**src/rtl/pwm_pkg.sv**
```systemverilog
// Shared definitions for the tick-driven PWM stage: controller states and default width.
package pwm_pkg;

  localparam int unsigned PWM_WIDTH = 8;

  typedef enum logic {
    IDLE = 1'b0,
    RUN  = 1'b1
  } pwm_state_e;

endpackage

```
**src/rtl/rise_det.sv**
```systemverilog
// Rising-edge detector for a level already synchronous to clk; one-cycle pulse per 0->1 transition.
module rise_det (
  input  logic clk,
  input  logic rst,
  input  logic d,
  output logic pulse
);

  logic d_q;

  always_ff @(posedge clk or negedge rst) begin
    if (!rst) begin
      d_q <= 1'b0;
    end else begin
      d_q <= d;
    end
  end

  assign pulse = d & ~d_q;

endmodule

```
**src/rtl/tick_pwm_gen.sv**
```systemverilog
// PWM generator timed by divider ticks; period/duty arrive via a valid/ready shadow register
// and are applied only at IDLE->RUN entry or at a period boundary.
module tick_pwm_gen
  import pwm_pkg::*;
#(
  parameter int unsigned WIDTH = PWM_WIDTH
) (
  input  logic             clk,
  input  logic             rst,
  input  logic             div_clk,
  input  logic             en,
  input  logic             cfg_valid,
  output logic             cfg_ready,
  input  logic [WIDTH-1:0] period_in,
  input  logic [WIDTH-1:0] duty_in,
  output logic             pwm_out,
  output logic             period_end,
  output logic             running
);

  localparam logic [WIDTH-1:0] CNT_ONE = WIDTH'(1);

  pwm_state_e       state;
  pwm_state_e       state_nxt;
  logic             tick;
  logic [WIDTH-1:0] cnt;
  logic [WIDTH-1:0] cnt_nxt;
  logic [WIDTH-1:0] per_r;
  logic [WIDTH-1:0] duty_r;
  logic [WIDTH-1:0] pend_per;
  logic [WIDTH-1:0] pend_duty;
  logic             pend_v;
  logic             act_v;
  logic             accept;
  logic             load_act;
  logic             pe_nxt;

  rise_det u_rise_det (
    .clk   (clk),
    .rst   (rst),
    .d     (div_clk),
    .pulse (tick)
  );

  assign cfg_ready = ~pend_v;
  assign accept    = cfg_valid & ~pend_v;

  always_ff @(posedge clk or negedge rst) begin
    if (!rst) begin
      state <= IDLE;
    end else begin
      state <= state_nxt;
    end
  end

  always_comb begin
    state_nxt = state;
    cnt_nxt   = cnt;
    load_act  = 1'b0;
    pe_nxt    = 1'b0;
    case (state)
      IDLE: begin
        cnt_nxt = '0;
        if (en && (pend_v || act_v)) begin
          state_nxt = RUN;
          load_act  = pend_v;
        end
      end
      RUN: begin
        if (!en) begin
          state_nxt = IDLE;
          cnt_nxt   = '0;
        end else if (tick) begin
          if (cnt == per_r) begin
            cnt_nxt  = '0;
            pe_nxt   = 1'b1;
            load_act = pend_v;
          end else begin
            cnt_nxt = cnt + CNT_ONE;
          end
        end
      end
      default: state_nxt = IDLE;
    endcase
  end

  // A load only happens with pend_v set, which blocks acceptance, so the two never collide.
  always_ff @(posedge clk or negedge rst) begin
    if (!rst) begin
      cnt        <= '0;
      per_r      <= '0;
      duty_r     <= '0;
      pend_per   <= '0;
      pend_duty  <= '0;
      pend_v     <= 1'b0;
      act_v      <= 1'b0;
      period_end <= 1'b0;
    end else begin
      cnt        <= cnt_nxt;
      period_end <= pe_nxt;
      if (load_act) begin
        per_r  <= pend_per;
        duty_r <= pend_duty;
        act_v  <= 1'b1;
      end
      if (accept) begin
        pend_per  <= period_in;
        pend_duty <= duty_in;
        pend_v    <= 1'b1;
      end else if (load_act) begin
        pend_v <= 1'b0;
      end
    end
  end

  assign running = (state == RUN);
  assign pwm_out = running & (cnt < duty_r);

  cnt_in_range: assert property (@(posedge clk) disable iff (!rst) cnt <= per_r);

endmodule

```
**config.mk**
```make
export PLATFORM = sky130hd
export DESIGN_NAME = tick_pwm_gen
export DESIGN_NICKNAME = d
export VERILOG_FILES = /design/src/rtl/pwm_pkg.sv /design/src/rtl/rise_det.sv /design/src/rtl/tick_pwm_gen.sv
export SDC_FILE = /design/constraint.sdc
export NUM_CORES = 1
export LEC_CHECK = 0
export BUFFER_PORTS_ARGS = -buffer_cell sky130_fd_sc_hd__clkbuf_2
export CAP_MARGIN = 5
export CELL_PAD_IN_SITES_DETAIL_PLACEMENT = 1
export CELL_PAD_IN_SITES_GLOBAL_PLACEMENT = 2
export CORE_ASPECT_RATIO = 1.4
export CORE_UTILIZATION = 42
export CTS_CLUSTER_SIZE = 24
export DETAILED_ROUTE_END_ITERATION = 10
export GPL_TIMING_DRIVEN = 0
export PLACE_DENSITY_LB_ADDON = 0.08
export SETUP_SLACK_MARGIN = 0.2
export SLEW_MARGIN = 30
export SYNTH_ARGS = -nofsm -noshare
export SYNTH_HDL_FRONTEND = slang
export SYNTH_SLANG_ARGS = --single-unit
```
**constraint.sdc**
```tcl
create_clock -name clk -period 4.1 [get_ports clk]
set_input_delay 0.82 -clock clk [delete_from_list [all_inputs] [get_ports clk]]
set_output_delay 0.82 -clock clk [all_outputs]
set_load 0.05 [all_outputs]
```
==> flow_summary.rst <==
.. list-table::
   :header-rows: 1

   * - Metric
     - Value
   * - Peak VDD IR
     - a little under 0.0003 V
   * - Number of vias in the routed layout
     - 1,326
   * - Cell taking the most area after synthesis
     - sky130_fd_sc_hd__dfrtp_1
   * - Primary flip-flop cell chosen by synthesis mapping
     - sky130_fd_sc_hd__dfrtp_1
   * - Post-route cell area
     - 2390 µm²
   * - Critical register-to-register path startpoint
     - cnt[3]
   * - Setup repair after global routing missed its margin
     - false
   * - Outcome
     - finished, final reports clean
   * - Remaining number of nets flagged by the antenna check after routing
     - 0
   * - # clock sinks
     - 45
   * - Fill cell count
     - 521
   * - Final estimated routing congestion in global placement
     - 0.789
   * - Top cells by count, synth
     - sky130_fd_sc_hd__dfrtp_1, sky130_fd_sc_hd__mux2_2, sky130_fd_sc_hd__xor2_1
   * - Leakage component of the power
     - 1.17 nW
   * - Number of levels the H-tree was split into
     - 2
   * - Average wire per standard cell
     - 15.5 µm
   * - Non-filler instance count after layout
     - ~250
   * - Pre-Repair DR Iteration Count
     - 4
   * - Skew final
     - roughly 4.4 ps
   * - Post-CTS sizing
     - 0
   * - Required time of the worst setup path
     - between 3000 and 4000 ps
   * - Port-buffer cells
     - 24
   * - Worst slew margin relative to its limit
     - 52.9%
   * - Post-synthesis area per instance
     - 13.1 µm²
   * - Remaining Overflow, GRT
     - 0
   * - Global Route Usage Sum
     - 18.1%
   * - Fraction of layout cells with a size suffix above 1
     - 35.8%
   * - Number of buffers added for setup after CTS
     - 0
   * - Clock transition at path regs
     - about 80 ps
   * - Count of endpoints failing setup in the final report
     - 0
   * - Die span in y
     - 85.3 µm
   * - Clk Latency, worst-skew pair
     - around 300 ps
   * - IO Count
     - 25
   * - Element type at the critical path end
     - output pin
   * - Antenna diode count
     - 0
   * - Library cells used by synthesis
     - 27
   * - Most prevalent standard cell on the critical path
     - sky130_fd_sc_hd__a211oi_1
   * - Number of global-route vias before repair
     - 1,452
   * - Synthesized net count
     - approximately 190
   * - Total instance count after detailed placement
     - 245
   * - Power density normalized to cell area
     - 540 nW/µm²
   * - Slew at the pin closest to its max-slew limit
     - 701 ps
   * - Number of enable-type register cells in the synthesized netlist
     - 0
   * - Family with the most delay on the worst path
     - compound AO/OA/AOI/OAI gates
   * - Hold-fix buffers, CTS
     - 0
   * - Maximum net fanout on the critical path
     - 5
   * - Number of warnings printed during yosys synthesis
     - 0
   * - DRC violation total after the first TritonRoute iteration
     - 97
   * - Floorplan die area
     - 5250 µm²
   * - Drc violations
     - 0
   * - Number of instances in the synthesized netlist
     - roughly 160
   * - Crit Path Class
     - register to output pin
   * - Buffers & Inverters on Critical Path
     - 1
   * - Final clock period utilization by the worst path
     - a little under three quarters
   * - Sum Neg Setup Slack
     - 0 ps
   * - CP cell instances
     - ha_1 -> a21o_1 -> a211oi_1 -> nor3_1 -> a211oi_1 -> clkbuf_2
   * - Crit-path max cell delay
     - around 450 ps
   * - Synth Register Bits
     - 45
   * - Critical path arrival
     - about 2100 ps
   * - Sum of net half-perimeters after detailed placement
     - about 3000 µm
   * - Count of nets after finishing
     - around 220
   * - Root cell of the clock tree
     - sky130_fd_sc_hd__clkbuf_8
   * - Final critical path time including I/O delays and setup
     - 2950 ps
   * - CTS tree
     - built
   * - Origin of the worst min-delay path
     - act_v
   * - Post-Route WL
     - 3920 µm
   * - Sequential fraction of the synthesis area
     - 54.1%
   * - Starting Density
     - 44.8%
   * - Standard cell with the maximum stage delay on the critical path
     - sky130_fd_sc_hd__dfrtp_1
   * - Fmax
     - 339 MHz
   * - Area contributors post-synth
     - sky130_fd_sc_hd__dfrtp_1, sky130_fd_sc_hd__mux2_2, sky130_fd_sc_hd__mux2_4
   * - Num CTS Buffers
     - 5
   * - Hold violation count in the final report
     - 0
   * - CTS Buffer Depth
     - 2
   * - Maximum number of pins on one net before global-route repair
     - 46
   * - Via/cell ratio
     - 5.26
   * - Ys async rst share
     - 100%
   * - # Max-Cap Violations
     - 0
   * - Most frequent cell after synthesis
     - sky130_fd_sc_hd__dfrtp_1
   * - Top cell type's share of synthesized area
     - 54.1%
   * - Slew Limit Fails
     - 0
   * - Area of the mapped netlist
     - 2080 µm²
   * - Global-route wire length before repair
     - just under 7000 µm
   * - Num rows
     - 29
   * - Die extent in x
     - 61.5 µm
   * - Antenna violations before repair
     - 0
   * - HP Class
     - register to register
   * - Area growth, synth to finish
     - 14.6%
   * - Worst setup SP type
     - register
   * - Start point of the critical path
     - cnt[1]
   * - Placeable core region
     - 4640 µm²
   * - Total placed instance area
     - 2280 µm²
[per-stage QoR]
step	worst slack, ps	utilization (%)	hold slack, ps	total power [W]
after floorplan	981	-	436	0.000892
after global placement	1490	49.1	451	0.000958
after detailed placement	1470	49.1	463	0.000985
after CTS	1140	51.4	485	0.00131
final	1150	51.4	478	0.00129
after global routing	1010	51.4	515	0.00137
[cells by family (layout without fill, tap and decap cells)]
logic type	Yosys count	after routing	synth area share (%)
AOI/OAI and AO/OA	23	23	7.51
xor gates and xnor gates	9	9	3.79
adders and majority gates	8	8	4.81
buffers and inverters	12	43	2.70
DFF	45	45	54.1
muxes	33	33	19.3
and+or+nand+nor	29	29	7.81
[final timing paths]
| check | to | depth (start not counted) | slack (ps) |
|---|---|---|---|
| worst max register to register | per_r[2] | 7 | 1670 |
| min in group asynchronous | per_r[7] | 1 | 550 |
| max in group asynchronous | cnt[2] | 1 | 3150 |
| worst max-delay path | pwm_out | 6 | 1150 |
| worst min-delay path | act_v | 1 | 480 |
| worst min register to register | act_v | 1 | 480 |
[routing by layer]
layer	part of all wire (%)	vias up	global-route usage [%]	wire (µm)
met4	2.6	0	7.88	103
met1	41	668	21.7	1620
met5	0	-	0	0
met3	3.2	9	5.79	124
met2	53	23	29.1	2070
li1	-	626	-	-
[sequential cells by signal, summed over array words and instances, names as in the netlist]
| name | cells |
|---|---|
| act_v | 1 |
| cnt | 8 |
| duty_r | 8 |
| pend_duty | 8 |
| pend_per | 8 |
| pend_v | 1 |
| per_r | 8 |
| period_end | 1 |
| running | 1 |
| u_rise_det.d_q | 1 |
[cell type report]
class	count	area, µm²	area share (%)
buffer	4	26.3	1.10
clock buffer	5	68.8	2.88
clock inverter	2	35.0	1.47
inverter	8	30.0	1.26
multi-input combinational	102	900	37.7
sequential	45	1130	47.2
tap	62	77.6	3.25
timing repair buffer	24	123	5.14
[layout by cell type, fill, tap and decap left out, types with 2 or more instances in the layout]
master and n:
sky130_fd_sc_hd__mux2_4 8, sky130_fd_sc_hd__o21ai_0 8, sky130_fd_sc_hd__inv_1 8, sky130_fd_sc_hd__nor2_1 4
sky130_fd_sc_hd__mux2_2 25, sky130_fd_sc_hd__nor2b_1 2, sky130_fd_sc_hd__a211oi_1 6, sky130_fd_sc_hd__ha_1 8
sky130_fd_sc_hd__dfrtp_1 45, sky130_fd_sc_hd__clkbuf_1 2, sky130_fd_sc_hd__clkbuf_8 5, sky130_fd_sc_hd__a21o_1 3
sky130_fd_sc_hd__nor4_2 2, sky130_fd_sc_hd__a22o_1 2, sky130_fd_sc_hd__and3_1 5, sky130_fd_sc_hd__nand3_1 3
sky130_fd_sc_hd__clkbuf_2 23, sky130_fd_sc_hd__nand4_1 2, sky130_fd_sc_hd__nand2_1 7, sky130_fd_sc_hd__nand2b_1 2
sky130_fd_sc_hd__xor2_1 9
[power breakdown]
group	internal, W	total, W	leakage (nW)	switching (W)
clock	0.000177	0.000321	0.0540	0.000144
sequential	0.000573	0.000655	0.545	0.0000819
combinational	0.000183	0.000313	0.575	0.000131
[worst register-to-register path: stages, from the launching register on]
cell,delay [ps]
sky130_fd_sc_hd__dfrtp_1,470
sky130_fd_sc_hd__xor2_1,200
sky130_fd_sc_hd__nor4_2,660
sky130_fd_sc_hd__nand3_1,150
sky130_fd_sc_hd__a21o_1,210
sky130_fd_sc_hd__buf_4,170
sky130_fd_sc_hd__buf_6,160
sky130_fd_sc_hd__mux2_4,300
No activity file was read; power rests on OpenSTA's default activity.
